<file path="config.mk">
export PLATFORM = sky130hd
export DESIGN_NAME = t00_pb_debouncer
export DESIGN_NICKNAME = d
export VERILOG_FILES = /design/src/rtl/t00_pb_debouncer.sv
export SDC_FILE = /design/constraint.sdc
export NUM_CORES = 1
export LEC_CHECK = 0
export ABC_AREA = 1
export CORE_AREA = 5 5 304 306
export DETAILED_ROUTE_END_ITERATION = 7
export DIE_AREA = 0 0 309 311
export PLACE_DENSITY = 0.47
export SLEW_MARGIN = 10
export SYNTH_ARGS = -nofsm -noshare
export SYNTH_HDL_FRONTEND = slang
export SYNTH_HIERARCHICAL = 1
export SYNTH_SLANG_ARGS = --single-unit
</file>
<file path="constraint.sdc">
create_clock -name clk -period 2 [get_ports clk]
set_input_delay 0.2 -clock clk [delete_from_list [all_inputs] [get_ports clk]]
set_output_delay 0.2 -clock clk [all_outputs]
set_load 0.01 [all_outputs]
</file>
<file path="src/rtl/t00_pb_debouncer.sv">
// t00_pb_debouncer: multi-channel pushbutton synchronizer and debouncer.
//
// Each channel runs a two-flop synchronizer and a debounce counter. A new
// level is accepted only after the synchronized input has differed from the
// current level for DEBOUNCE_CYCLES consecutive enabled cycles. On the edge
// that accepts it, the channel also registers a one-cycle rise or fall strobe.
//
// Ports:
//   clk      in   system clock
//   reset    in   asynchronous, active-high reset
//   en       in   enable; 0 holds the debounce state and gates the strobes to 0
//   pb_raw   in   [N_CH] raw buttons, asynchronous to clk
//   pb_level out  [N_CH] debounced level
//   pb_rise  out  [N_CH] one-cycle strobe on an accepted 0->1 (or auto-repeat)
//   pb_fall  out  [N_CH] one-cycle strobe on an accepted 1->0
//   any_rise out  OR of pb_rise
//
// Optional build macro T00_PB_AUTOREPEAT_EN: if it is defined, a held button
// re-strobes pb_rise after REPEAT_DELAY cycles and then every REPEAT_PERIOD
// cycles. If it is not defined, no repeat logic is built.

module t00_pb_debouncer_ch #(
  parameter int CNT_W           = 16,
  parameter int DEBOUNCE_CYCLES = 12000,
  parameter int REPEAT_DELAY    = 6000000,
  parameter int REPEAT_PERIOD   = 1200000
) (
  input  logic clk_i,
  input  logic reset_i,
  input  logic en_i,
  input  logic raw_i,
  output logic level_o,
  output logic rise_o,
  output logic fall_o
);
  localparam logic [CNT_W-1:0] CNT_LAST = CNT_W'(DEBOUNCE_CYCLES - 1);

  // Parameter sanity, evaluated at elaboration only.
  if (DEBOUNCE_CYCLES < 1 || (64'd1 << CNT_W) <= 64'(DEBOUNCE_CYCLES) ||
      REPEAT_PERIOD < 1 || REPEAT_DELAY < REPEAT_PERIOD) begin : g_bad_param
    $error("t00_pb_debouncer_ch: illegal parameter combination");
  end

  logic             s1_q, s2_q;
  logic             lvl_q, lvl_d;
  logic             rise_q, rise_d, fall_q, fall_d;
  logic [CNT_W-1:0] cnt_q, cnt_d;
  logic             accept;

  // The counter has already seen DEBOUNCE_CYCLES-1 mismatching cycles, so
  // this mismatching cycle completes the window.
  assign accept = en_i && (s2_q != lvl_q) && (cnt_q == CNT_LAST);

  always_comb begin
    cnt_d = cnt_q;
    lvl_d = lvl_q;
    if (en_i) begin
      if (s2_q == lvl_q) begin
        cnt_d = '0;
      end else if (accept) begin
        cnt_d = '0;
        lvl_d = s2_q;
      end else begin
        cnt_d = cnt_q + 1'b1;
      end
    end
  end

`ifdef T00_PB_AUTOREPEAT_EN
  localparam int            RW       = $clog2(REPEAT_DELAY + 1);
  localparam logic [RW-1:0] R_FIRE   = RW'(REPEAT_DELAY - 1);
  // After a repeat fires, reload so that the next fire is REPEAT_PERIOD later.
  localparam logic [RW-1:0] R_RELOAD = RW'(REPEAT_DELAY - REPEAT_PERIOD);

  logic [RW-1:0] rcnt_q, rcnt_d;
  logic          rep_fire;

  // rcnt counts enabled cycles after the rise edge. A level change that is
  // accepted on this edge always takes priority over a repeat.
  assign rep_fire = en_i && lvl_q && !accept && (rcnt_q == R_FIRE);

  always_comb begin
    rcnt_d = rcnt_q;
    if (!lvl_q || accept) rcnt_d = '0;
    else if (en_i)        rcnt_d = rep_fire ? R_RELOAD : rcnt_q + 1'b1;
  end

  always_ff @(posedge clk_i or posedge reset_i) begin
    if (reset_i) rcnt_q <= '0;
    else         rcnt_q <= rcnt_d;
  end

  assign rise_d = (accept && s2_q) || rep_fire;
`else
  assign rise_d = accept && s2_q;
`endif
  assign fall_d = accept && !s2_q;

  always_ff @(posedge clk_i or posedge reset_i) begin
    if (reset_i) begin
      s1_q   <= 1'b0;
      s2_q   <= 1'b0;
      lvl_q  <= 1'b0;
      cnt_q  <= '0;
      rise_q <= 1'b0;
      fall_q <= 1'b0;
    end else begin
      s1_q   <= raw_i;
      s2_q   <= s1_q;
      lvl_q  <= lvl_d;
      cnt_q  <= cnt_d;
      rise_q <= rise_d;
      fall_q <= fall_d;
    end
  end

  assign level_o = lvl_q;
  // A strobe registered just before en drops must not leak out.
  assign rise_o  = rise_q && en_i;
  assign fall_o  = fall_q && en_i;
endmodule

module t00_pb_debouncer #(
  parameter int N_CH            = 21,
  parameter int CNT_W           = 16,
  parameter int DEBOUNCE_CYCLES = 12000,
  parameter int REPEAT_DELAY    = 6000000,
  parameter int REPEAT_PERIOD   = 1200000
) (
  input  logic            clk,
  input  logic            reset,
  input  logic            en,
  input  logic [N_CH-1:0] pb_raw,
  output logic [N_CH-1:0] pb_level,
  output logic [N_CH-1:0] pb_rise,
  output logic [N_CH-1:0] pb_fall,
  output logic            any_rise
);
  for (genvar g = 0; g < N_CH; g++) begin : g_ch
    t00_pb_debouncer_ch #(
      .CNT_W          (CNT_W),
      .DEBOUNCE_CYCLES(DEBOUNCE_CYCLES),
      .REPEAT_DELAY   (REPEAT_DELAY),
      .REPEAT_PERIOD  (REPEAT_PERIOD)
    ) u_ch (
      .clk_i  (clk),
      .reset_i(reset),
      .en_i   (en),
      .raw_i  (pb_raw[g]),
      .level_o(pb_level[g]),
      .rise_o (pb_rise[g]),
      .fall_o (pb_fall[g])
    );
  end

  assign any_rise = |pb_rise;
endmodule

</file>
==> metrics.md <==
| Metric | Value |
|---|---|
| Worst-skew pair later-pin latency | 630 ps |
| Max-slew violations | 0 |
| Final WL | 63500 um |
| Initial core utilization | 0.297 |
| Reg2reg setup slack | 340 ps |
| Worst Path Required | 1800 ps |
| Number of flops mapped to enable cells by yosys | 0 |
| Crit. path cell count | 8 |
| Layout area overhead | 18.0% |
| Syn_nets | 3635 |
| Routed vias | 21800 |
| H-tree depth | 2 |
| Cells after Synth | 3590 |
| DR iter-0 viols | 956 |
| Floorplan core area | 89300 um2 |
| Hold Vio Cnt, Final | 0 |
| Hold crit path type | in2reg |
| R2R Path Start | g_ch[4].u_ch/cnt_q[1] |
| Synth area leader | dfrtp_1 |
| Yosys warning total | 6 |
| Fillers | 9435 |
| Synth Cell Area | 26600 um2 |
| CP top delay family | simple AND/OR/NAND/NOR gates |
| CP most frequent cell | buf_6 |
| Share of cells above drive strength 1 | 0.214 |
| Crit path DAT | 1790 ps |
| Die Height | 311 um |
| CTS Buf Count | 57 |
| Outcome | complete, no violations |
| Max_cap viols | 0 |
| Final HPWL DP | 45200 um |
| Tmin final | 1990 ps |
| Worst-path clk slew | 60 ps |
| Crit path from | g_ch[3].u_ch/rise_q |
| Synth top area cells | dfrtp_1, nand2_1, nand3_2, nand2_2, nor2_1 |
| Clk sinks | 441 |
| Critical path endpoint category | primary output |
| Antenna Violating Nets Remaining | 0 |
| Critical path class | reg2out |
| Leak | 15.4 nW |
| Asr flop ratio synth | 1.00 |
| Commonest cells post-synth | nand2_1, dfrtp_1, nor2_1 |
| Area share of the largest cell type after synthesis | 0.415 |
| CP endpoint | any_rise |
| Vias/cell | 4.34 |
| GRT Total Usage | 0.134 |
| Max VDD drop | 0.540 mV |
| Multi-input logic area | 13500 um2 |
| Final Power | 21.0 mW |
| # IOs | 88 |
| Setup bufs post-CTS | 0 |
| Largest net degree at the start of global routing | 28 |
| Root buffer cell | clkbuf_16 |
| Total power per unit cell area | 669 nW/um2 |
| Drt wl/cell | 12.7 um |
| CTS tree | built |
| Congestion Overflow GR | 0 |
| Register area share after synthesis | 0.415 |
| Reg2reg end | g_ch[4].u_ch/cnt_q[5] |
| Vias in the first global route | 21300 |
| Count leader, synth | nand2_1 |
| Distinct cells, synth | 21 |
| Worst path slowest cell | dfrtp_1 |
| Antenna violations before repair | 3 |
| CP max FO | 2 |
| RSZ-0062 raised after global routing | yes |
| Final setup viols | 0 |
| Startpoint class of the critical path | flop |
| Final clock skew | 15.4 ps |
| Register bit total from synthesis | 441 |
| Initial DRT Pass Iterations | 4 |
| GPL Wtd Cong | 0.780 |
| CTS max path bufs | 3 |
| Register area | 11000 um2 |
| Crit path buf inv count | 3 |
| Avg Inst Size Synth | 7.40 um2 |
| Fmax achieved | 502 MHz |
| Final period utilization | 0.997 |
| Ys flop type | dfrtp_1 |
| First-pass GRT wire length | 109000 um |
| Slew margin rel. | 0.469 |
| Critical path cell sequence | nand2_1 -> inv_2 -> nor2_2 -> buf_6 -> nand2_4 -> nor2_4 -> nand3_4 -> buf_6 |
| NumNets Final | 3839 |
| Die width | 309 um |
| # rows | 110 |
| R2R cell count | 9 |
| Worst-Margin Slew | 797 ps |
| Die area | 96100 um2 |
| # DRC | 0 |
| Port Buffers | 87 |
| Hold WS | 48.8 ps |
| Crit-path max cell delay | 360 ps |
-- cells in the final DEF (no fill, tap or decap), types with 15 or more instances in the layout --
master / Yosys / routed
a21oi_1: 21 / 21
buf_4: 0 / 75
clkbuf_16: 0 / 59
clkbuf_8: 0 / 15
clkdlybuf4s50_1: 0 / 63
dfrtp_1: 441 / 441
dlygate4sd3_1: 0 / 19
ha_1: 21 / 21
inv_1: 379 / 376
inv_2: 63 / 66
nand2_1: 1182 / 1179
nand2_2: 273 / 275
nand3_1: 210 / 209
nand3_2: 189 / 189
nand4_1: 42 / 42
nor2_1: 432 / 427
nor2_2: 42 / 45
nor2_4: 42 / 44
o21ai_0: 42 / 42
o21ai_1: 42 / 42
o21bai_1: 63 / 63
or2_2: 21 / 21
xor2_1: 42 / 42
-- report_power, final --
part | total [mW] | leakage (nW) | switching, mW | internal, mW
Sequential | 9.31 | 5.91 | 0.190 | 9.12
Combinational | 1.20 | 8.54 | 0.786 | 0.412
Clock | 10.5 | 0.939 | 4.16 | 6.31
-- layout make-up --
| type | instances | area share |
|---|---|---|
| diodes | 1 | 0.0000798 |
| clock inverters | 19 | 0.00623 |
| clock buffers | 85 | 0.0550 |
| well taps | 1176 | 0.0469 |
| multi-input cells | 2665 | 0.431 |
| flip-flops and latches | 441 | 0.352 |
| repair buffers | 187 | 0.0554 |
| inverters | 442 | 0.0529 |
-- flip-flops by register name (all words and copies together) (netlist names) --
name and count:
g_ch.u_ch/s1_q 21, g_ch.u_ch/level_o 21, g_ch.u_ch/fall_q 21, g_ch.u_ch/s2_q 21, g_ch.u_ch/rise_q 21, g_ch.u_ch/cnt_q 336
-- timing repair --
item | CTS | global route
hold buffers | 19 | 0
endpoints found under the hold margin | 138 | 0
pin swaps | 4 | 4
gates resized for setup | 25 | 20
gates cloned | 0 | 0
setup endpoints to repair | 12 | 14
-- worst min path at each step --
stage / endpoint / slack, ps / from / cells after the start
6_report: g_ch[12].u_ch/s1_q / 50 / pb_raw[12] / 1
5_1_grt: g_ch[12].u_ch/s1_q / 30 / pb_raw[12] / 1
4_1_cts: g_ch[12].u_ch/s1_q / 5 / pb_raw[12] / 1
3_5_place_dp: g_ch[0].u_ch/s2_q / 330 / g_ch[0].u_ch/s1_q / 0
3_3_place_gp: g_ch[3].u_ch/s2_q / 330 / g_ch[3].u_ch/s1_q / 0
2_1_floorplan: g_ch[0].u_ch/cnt_q[0] / 180 / reset / 1
-- through the flow --
stage / TNS, ps / instances / utilization / cell area [um2] / setup slack, ps
4_1_cts: -82.8 / 5015 / 0.350 / 31300 / -77.3
3_5_place_dp: -117 / 4892 / 0.327 / 29200 / -65.3
2_1_floorplan: 0 / 3590 / - / 26600 / 608
6_report: 0 / 5016 / 0.351 / 31300 / 6.77
5_1_grt: -94.3 / 5015 / 0.351 / 31300 / -94.3
3_3_place_gp: -82.8 / 4892 / 0.327 / 29200 / -82.8
-- logic make-up after synthesis --
| group | Yosys count | share of synthesized area |
|---|---|---|
| fa+ha+maj | 21 | 0.00989 |
| buf+inv | 484 | 0.0773 |
| simple gates | 2434 | 0.446 |
| xor+xnor | 42 | 0.0138 |
| flops | 441 | 0.415 |
| compound gates | 168 | 0.0376 |
-- worst reg2reg max path, cell delays in order (launching register included) --
cell,delay (ps)
dfrtp_1,380
ha_1,220
nand2_2,80
nor2_2,210
nand2_2,100
nor2_4,150
nor2_4,40
buf_4,210
nand2_1,80
o21ai_0,70
-- per-layer routing --
layer  GRT usage  up-vias  wire [um]
li1            -    11600          -
met1       0.190     9951      32100
met2       0.212      197      28100
met3      0.0235       69       2240
met4      0.0314        0       1110
met5           0        -          0
Power figures use the tool's default switching activity.
